===== src/rtl/wb_port_arbiter.sv =====
// Register-file write-port arbiter between the in-order WB stage and a
// long-latency unit (mul/div). LU results wait in a small FIFO and take idle
// write slots. The pipeline has priority. If the FIFO head stays blocked for
// MAX_WAIT consecutive cycles, a one-cycle DRAIN stalls the pipeline and
// writes the head instead.
// Optional feature macro: WB_ARB_STATS_EN adds the stall_cycles[15:0] counter
// output, which counts DRAIN cycles and saturates.

`ifndef WORD_LEN
`define WORD_LEN 32
`endif
`ifndef REG_FILE_ADDR_LEN
`define REG_FILE_ADDR_LEN 5
`endif

module wb_port_arbiter #(
    parameter int WORD_W   = `WORD_LEN,
    parameter int ADDR_W   = `REG_FILE_ADDR_LEN,
    parameter int DEPTH    = 4,
    parameter int MAX_WAIT = 8
) (
    input  logic              clk,
    input  logic              rst_n,
    input  logic              wb_en,
    input  logic              mem_r_en,
    input  logic [ADDR_W-1:0] wb_dest,
    input  logic [WORD_W-1:0] alu_res,
    input  logic [WORD_W-1:0] mem_read_val,
    input  logic              lu_valid,
    input  logic [ADDR_W-1:0] lu_dest,
    input  logic [WORD_W-1:0] lu_data,
    output logic              lu_ready,
    output logic              pipe_stall,
    output logic              rf_we,
    output logic [ADDR_W-1:0] rf_waddr,
    output logic [WORD_W-1:0] rf_wdata
`ifdef WB_ARB_STATS_EN
    ,
    output logic [15:0]       stall_cycles
`endif
);

    // state   | meaning
    // S_IDLE  | pipeline owns the port; FIFO head takes slots where wb_en=0
    // S_DRAIN | one cycle: pipeline stalled, FIFO head written

    localparam int PTR_W  = $clog2(DEPTH);
    localparam int CNT_W  = PTR_W + 1;
    localparam int WAIT_W = (MAX_WAIT > 1) ? $clog2(MAX_WAIT) : 1;
    localparam logic [CNT_W-1:0]  CNT_FULL  = CNT_W'(DEPTH);
    localparam logic [WAIT_W-1:0] WAIT_LAST = WAIT_W'(MAX_WAIT - 1);

    typedef enum logic [0:0] {
        S_IDLE  = 1'b0,
        S_DRAIN = 1'b1
    } state_e;

    state_e             state_q, state_d;
    logic [PTR_W-1:0]   wr_ptr_q, wr_ptr_d;
    logic [PTR_W-1:0]   rd_ptr_q, rd_ptr_d;
    logic [CNT_W-1:0]   count_q, count_d;
    logic [WAIT_W-1:0]  wait_q, wait_d;
    logic [ADDR_W-1:0]  fifo_dest_q [DEPTH];
    logic [WORD_W-1:0]  fifo_data_q [DEPTH];

    logic full, empty, push, pop, blocked;

    assign full    = (count_q == CNT_FULL);
    assign empty   = (count_q == '0);
    // lu_ready only looks at full, so a full FIFO never takes a push even
    // when it pops in the same cycle.
    assign push    = lu_valid && !full;
    assign blocked = (state_q == S_IDLE) && !empty && wb_en;
    assign pop     = !empty && ((state_q == S_DRAIN) || !wb_en);

    // State register.
    always_ff @(posedge clk or negedge rst_n) begin
        if (!rst_n) begin
            state_q <= S_IDLE;
        end else begin
            state_q <= state_d;
        end
    end

    // Next-state logic: leave IDLE on the MAX_WAIT-th consecutive blocked cycle.
    always_comb begin
        state_d = state_q;
        case (state_q)
            S_IDLE:  if (blocked && (wait_q == WAIT_LAST)) state_d = S_DRAIN;
            S_DRAIN: state_d = S_IDLE;
            default: state_d = S_IDLE;
        endcase
    end

    // Output logic: combinational from flops and inputs, forced quiet in reset.
    always_comb begin
        lu_ready   = 1'b1;
        pipe_stall = 1'b0;
        rf_we      = 1'b0;
        rf_waddr   = '0;
        rf_wdata   = '0;
        if (rst_n) begin
            lu_ready = !full;
            if (state_q == S_DRAIN) begin
                pipe_stall = 1'b1;
                rf_we      = 1'b1;
                rf_waddr   = fifo_dest_q[rd_ptr_q];
                rf_wdata   = fifo_data_q[rd_ptr_q];
            end else if (wb_en) begin
                rf_we    = 1'b1;
                rf_waddr = wb_dest;
                rf_wdata = mem_r_en ? mem_read_val : alu_res;
            end else if (!empty) begin
                rf_we    = 1'b1;
                rf_waddr = fifo_dest_q[rd_ptr_q];
                rf_wdata = fifo_data_q[rd_ptr_q];
            end
        end
    end

    // FIFO bookkeeping and starvation counter next values.
    always_comb begin
        wr_ptr_d = push ? wr_ptr_q + PTR_W'(1) : wr_ptr_q;
        rd_ptr_d = pop  ? rd_ptr_q + PTR_W'(1) : rd_ptr_q;
        count_d  = count_q;
        case ({push, pop})
            2'b10:   count_d = count_q + CNT_W'(1);
            2'b01:   count_d = count_q - CNT_W'(1);
            default: count_d = count_q;
        endcase
        wait_d = wait_q;
        if (empty || pop) begin
            wait_d = '0;
        end else if (blocked) begin
            // The counter restarts as DRAIN is entered, so it never exceeds
            // MAX_WAIT-1.
            wait_d = (wait_q == WAIT_LAST) ? '0 : wait_q + WAIT_W'(1);
        end
    end

    // FIFO pointers, occupancy and wait counter; reset discards buffered entries.
    always_ff @(posedge clk or negedge rst_n) begin
        if (!rst_n) begin
            wr_ptr_q <= '0;
            rd_ptr_q <= '0;
            count_q  <= '0;
            wait_q   <= '0;
        end else begin
            wr_ptr_q <= wr_ptr_d;
            rd_ptr_q <= rd_ptr_d;
            count_q  <= count_d;
            wait_q   <= wait_d;
        end
    end

    // FIFO storage; contents are only read under the count, so no reset is needed.
    always_ff @(posedge clk) begin
        if (push) begin
            fifo_dest_q[wr_ptr_q] <= lu_dest;
            fifo_data_q[wr_ptr_q] <= lu_data;
        end
    end

`ifdef WB_ARB_STATS_EN
    logic [15:0] stall_cnt_q;

    // Saturating count of DRAIN cycles.
    always_ff @(posedge clk or negedge rst_n) begin
        if (!rst_n) begin
            stall_cnt_q <= '0;
        end else if ((state_q == S_DRAIN) && (stall_cnt_q != 16'hFFFF)) begin
            stall_cnt_q <= stall_cnt_q + 16'd1;
        end
    end

    assign stall_cycles = stall_cnt_q;
`endif

endmodule


===== config.mk =====
export PLATFORM = sky130hd
export DESIGN_NAME = wb_port_arbiter
export DESIGN_NICKNAME = d
export VERILOG_FILES = /design/src/rtl/wb_port_arbiter.sv
export SDC_FILE = /design/constraint.sdc
export NUM_CORES = 1
export LEC_CHECK = 0
export CORE_MARGIN = 3
export CORE_UTILIZATION = 40
export CTS_BUF_LIST = sky130_fd_sc_hd__clkbuf_8
export DETAILED_ROUTE_END_ITERATION = 10
export PLACE_DENSITY = 0.66
export SLEW_MARGIN = 20
export SYNTH_ARGS = -nofsm -noshare
export SYNTH_HDL_FRONTEND = slang
export SYNTH_SLANG_ARGS = --single-unit

===== constraint.sdc =====
create_clock -name clk -period 2.48 [get_ports clk]
set_input_delay 0.496 -clock clk [delete_from_list [all_inputs] [get_ports clk]]
set_output_delay 0.496 -clock clk [all_outputs]
set_load 0.005 [all_outputs]

### Yosys cells after proc, flatten, opt, wreduce, memory -nomap -nowiden

Memories as Yosys holds them, arrays and structs flattened.
Cells that the tools add are included.

| word-level totals | value |
|---|---|
| input bits | 111 |
| bits in writable memories | 148 |
| word-level logic and storage cells | 54 |
| memories kept | 2 |
| flip-flop bits (word level) | 11 |

Memory list:

| memory | words | width | read ports | clocked after memory_dff | wr ports | line | source |
|---|---|---|---|---|---|---|---|
| fifo_data_q | 4 | 32 | 1 | 0 | 1 | 64 | `logic [WORD_W-1:0] fifo_data_q [DEPTH];` |
| fifo_dest_q | 4 | 5 | 1 | 0 | 1 | 63 | `logic [ADDR_W-1:0] fifo_dest_q [DEPTH];` |

| cells by class | value |
|---|---|
| $add $sub $neg | 5 |
| reductions and logical operators | 13 |
| bitwise gates (word level) | 1 |
| equality and inequality tests | 4 |
| multiplexer cells | 24 |

Operators by type and width:

| cell | count |
|---|---|
| $mux 32 | 5 |
| $mux 5 | 4 |
| $mux 1 | 10 |
| $mux 3 | 3 |
| $add 3x1->3 const B | 2 |
| $eq 3x3->1 const B | 2 |
| $pmux 3 s2 | 1 |
| $logic_and 1x1->1 | 5 |
| $add 2x1->2 const B | 2 |
| $reduce_bool 2->1 | 2 |
| $logic_not 1->1 | 3 |
| $logic_not 3->1 | 1 |
| $sub 3x1->3 const B | 1 |
| $eq 2x1->1 const B | 1 |
| $eq 2x2->1 const B | 1 |
| $logic_or 1x1->1 | 2 |
| $pmux 1 s2 | 1 |
| $not 1->1 | 1 |

### Depth between registers and ports, before layout

| depth | value |
|---|---|
| depth in word-level cells | 7 |
| depth in mapped cells | 9 |
| mapped depth without buffers | 9 |

### Least setup slack after synthesis

OpenSTA, ideal clock, no wires.

| timing path | value |
|---|---|
| path type | in2reg |
| start point | input lu_valid |
| end point | memory fifo_data_q[0][0] (netlist bit) (enable) |
| stages | 2 |
| setup time | 398 ps |
| setup slack | 260 ps |
| buffers on the path | 0 |
| arrival time | 1822 ps |
| path through | a21boi_1 > and2_1 |

| on the way | value |
|---|---|
| word-level cells in the longest chain between the ends | 3 |

Ends and longest elaborated chain:

| what | line | source |
|---|---|---|
| start: declaration | 29 | `input logic lu_valid,` |
| $logic_and 1x1->1 | 72 | `assign push = lu_valid && !full;` |
| $mux 1 | 158 | `if (push) begin` |
| $mux 1 (not written as such) | 160 | `fifo_data_q[wr_ptr_q] <= lu_data;` |
| end: declaration | 64 |  |

No other way between the ends.

### Worst setup path after layout

| timing path | value |
|---|---|
| start point | register count_q[0] |
| end point | output rf_wdata[7] |

| on the way | value |
|---|---|
| word-level cells in the longest chain between the ends | 5 |

Ends and longest elaborated chain:

| what | line | source |
|---|---|---|
| start: declaration | 61 | `logic [CNT_W-1:0] count_q, count_d;` |
| start signal: assignment | 151 | `count_q <= count_d;` |
| $logic_not 3->1 | 69 | `assign empty = (count_q == '0);` |
| $mux 32 | 113 | `end else if (!empty) begin` |
| $mux 32 | 109 | `end else if (wb_en) begin` |
| $mux 32 | 104 | `if (state_q == S_DRAIN) begin` |
| $mux 32 | 102 | `if (rst_n) begin` |
| end: declaration | 36 | `output logic [WORD_W-1:0] rf_wdata` |

No other way between the ends.

==> flow_metrics.tcl <==
set metrics [dict create \
    ys_types 32 \
    path_clk_slew_ns 0.07 \
    cts_hold_buf 0 \
    grt_pass1_vias 4507 \
    reg2regPathDepth 10 \
    relSlewSlack_pct 79.1 \
    combinationalPowerShare_pct 37.5 \
    core_um2 16600 \
    vias 4172 \
    synthCells 382 \
    async_flop_share_pct 6.92 \
    grt_use_met2_pct 29.4 \
    max-cap-violations 0 \
    grt_setup_unrepaired "true" \
    post-place-ws_ns -0.368 \
    avgSynthCellArea_um2 17.9 \
    reg2reg_slack_ns 0.31 \
    die_x_um 137 \
    clkLatencyLatePin_ns 0.44 \
    ir_worst_vdd_mv 0.491 \
    finalSetupViolCount 26 \
    start_util_pct 41.0 \
    period_needed_ns 2.53 \
    diodes 0 \
    final_hold_viol_count 0 \
    yosysMostFrequentCell "edfxtp_1" \
    hold_path_class "primary input to asynchronous set/reset pin" \
    path_max_fanout 6 \
    netSwitchingFraction_pct 29.6 \
    drc 0 \
    grt_pass1_wl_um 24400 \
    drtIter0Drc 256 \
    grt-ovfl-total 0 \
    first_pass_iters 4 \
    vias_per_cell 5.14 \
    dpl.hpwl_um 10000 \
    syn_nets 501 \
    synth_area_um2 6820 \
    antenna_found_initial 0 \
    met1_usage_pct 22.9 \
    timing.final.crit_share_pct 102 \
    wl_per_cell_um 19.6 \
    ys_warn_count 0 \
    tightest_slew_ns 0.313 \
    die-area_um2 18700 \
    p_total_uw 8530 \
    rr_endpoint "count_q[2]" \
    antenna_left 0 \
    p_per_area_nw_per_um2 899 \
    critPathRequiredTime_ns 1.98 \
    path_class "flop to output port" \
    p_clk_share_pct 19.4 \
    postRouteWirelength_um 15900 \
    outcome "finished with violations" \
    pwr-share-seq_pct 43.1 \
    leakagePower_uw 0.00344 \
    nets 700 \
    worst_slack_ns -0.0506 \
    drv_slew 0 \
    numCtsBuffers 17 \
    max_freq_mhz 395 \
    cts_sinks 159 \
    rows 47 \
    grt_max_degree 36 \
    grtUsageTotal_pct 17.6 \
    die_h_um 137 \
    ys_seq_elements 159 \
    grt.met3_usage_pct 4.93 \
    clock-root-buffer "clkbuf_8" \
    yosysTopAreaCell "edfxtp_1" \
    place.gp.congestion 0.715 \
    cp_data_arrival_time_ns 2.03 \
    endpoint_kind "output port" \
    rr_startpoint "state_q" \
    grt.busiest_layer "met2" \
    violations "negative setup slack" \
    htree_levels 4 \
    area_growth_pct 39.1 \
    synth_ff_type "edfxtp_1" \
    ys_seq_area_share_pct 69.2 \
    p_sw_uw 2520 \
    io_pins 151 \
    synth.area.top_cells "edfxtp_1 (65%), mux4_2 (12%), mux2i_1 (4.8%), dfrtp_1 (4.0%), a211oi_1 (3.4%)" \
    ys_top_cells_by_count "edfxtp_1 (148), mux4_2 (36), nor2_1 (34), mux2i_1 (33), a211oi_1 (31)" \
    synthDominantCellAreaShare_pct 65.1 \
    clk_path_buf_depth 2 \
    port-buffer-count 150 \
    drive_gt1_share_pct 34.5 \
    synth_edf_count 148 \
    cp-start-kind "flop" \
    skew_ns 0.00713 \
    internal_power_uw 6010 \
    tritoncts "built" \
]
critical path, cell delays in order (launching register included):
cell and delay [ns]:
dfrtp_1 0.38, or3_4 0.41, o31ai_4 0.18, buf_6 0.17, buf_6 0.12, buf_12 0.13, a211oi_2 0.04, buf_2 0.14
routing by layer:
layer,share of wire (%),vias up
met5,0,-
li1,-,1914
met1,42,2107
met3,5.9,13
met2,51,138
met4,1.1,0
how the worst max path moves through the flow:
| stage | from | to | slack (ns) | cells past startpoint |
|---|---|---|---|---|
| global placement | wb_en | rf_wdata[20] | -0.30 | 6 |
| CTS | count_q[2] | rf_wdata[2] | -0.23 | 8 |
| global route | rd_ptr_q[0] | rf_wdata[30] | -0.15 | 6 |
| detailed placement | wb_en | rf_wdata[15] | -0.37 | 6 |
| finish | count_q[0] | rf_wdata[7] | -0.05 | 7 |
| floorplan | lu_valid | fifo_data_q[0][0] | 0.26 | 2 |
power groups by stage:
| stage | logic [µW] | registers, µW | clock network, µW |
|---|---|---|---|
| final | 3200 | 3680 | 1650 |
| after global placement | 2920 | 3700 | 0 |
| after detailed placement | 2980 | 3740 | 0 |
| after global routing | 3480 | 3730 | 1810 |
| after floorplan | 1740 | 3710 | 0 |
| after CTS | 3100 | 3680 | 1700 |
cell usage in the layout, fill, tap and decap left out, types with 3 or more instances in the layout:
master	instances
ha_1	7
buf_4	27
and3_1	3
nand2_1	14
clkinv_1	3
nor2_2	8
buf_6	8
buf_2	38
a211oi_2	24
clkdlybuf4s50_1	110
buf_12	15
xnor2_1	3
mux4_2	36
inv_1	8
nor2_1	26
clkbuf_8	17
mux2i_1	33
a211oi_1	6
edfxtp_1	148
clkinvlp_4	5
xor2_1	3
buf_8	3
dfrtp_1	9
and2_2	4
cell families (layout without fill, tap and decap cells):
| logic type | after synthesis | after routing | synth area share [%] |
|---|---|---|---|
| AO/OA/AOI/OAI | 44 | 44 | 4.75 |
| XOR/XNOR | 6 | 6 | 0.770 |
| adder cells (fa/ha/maj) | 8 | 8 | 1.58 |
| buffers and inverters | 33 | 243 | 2.88 |
| flip-flops | 159 | 159 | 69.2 |
| multiplexers | 70 | 70 | 16.9 |
| AND/OR/NAND/NOR | 62 | 62 | 3.96 |
registers in the layout, summed over array words and instances (netlist names):
register	cells
count_q	3
fifo_dest_q	20
wr_ptr_q	2
rd_ptr_q	2
state_q	1
fifo_data_q	128
wait_q	3
timing repair:
item,4_1_cts,5_1_grt
buffers inserted,12,6
setup endpoints to repair,38,40
pin swaps,2,4
cloned,5,1
resized for setup,197,27
stage by stage:
| stage | TNS (ns) | utilization (%) | cell area (µm²) | instances | hold WS, ns |
|---|---|---|---|---|---|
| final | -0.840 | 57.0 | 9490 | 812 | 0.0787 |
| after global routing | -4.13 | 57.0 | 9490 | 812 | 0.0595 |
| after CTS | -6.52 | 56.5 | 9400 | 810 | 0.434 |
| after detailed placement | -10.66 | 53.3 | 8880 | 763 | 0.433 |
| after global placement | -9.47 | 53.3 | 8880 | 763 | 0.429 |
| after floorplan | 0 | - | 6820 | 382 | 0.200 |
cell type report:
class	instances	area, µm²
inverter	8	32.5
timing repair buffer	205	2020
tap	220	275
sequential	159	4720
clock buffer	17	234
multi-input combinational	190	2100
fill	1306	7150
clock inverter	13	101
(Power assumes the default switching activity.)
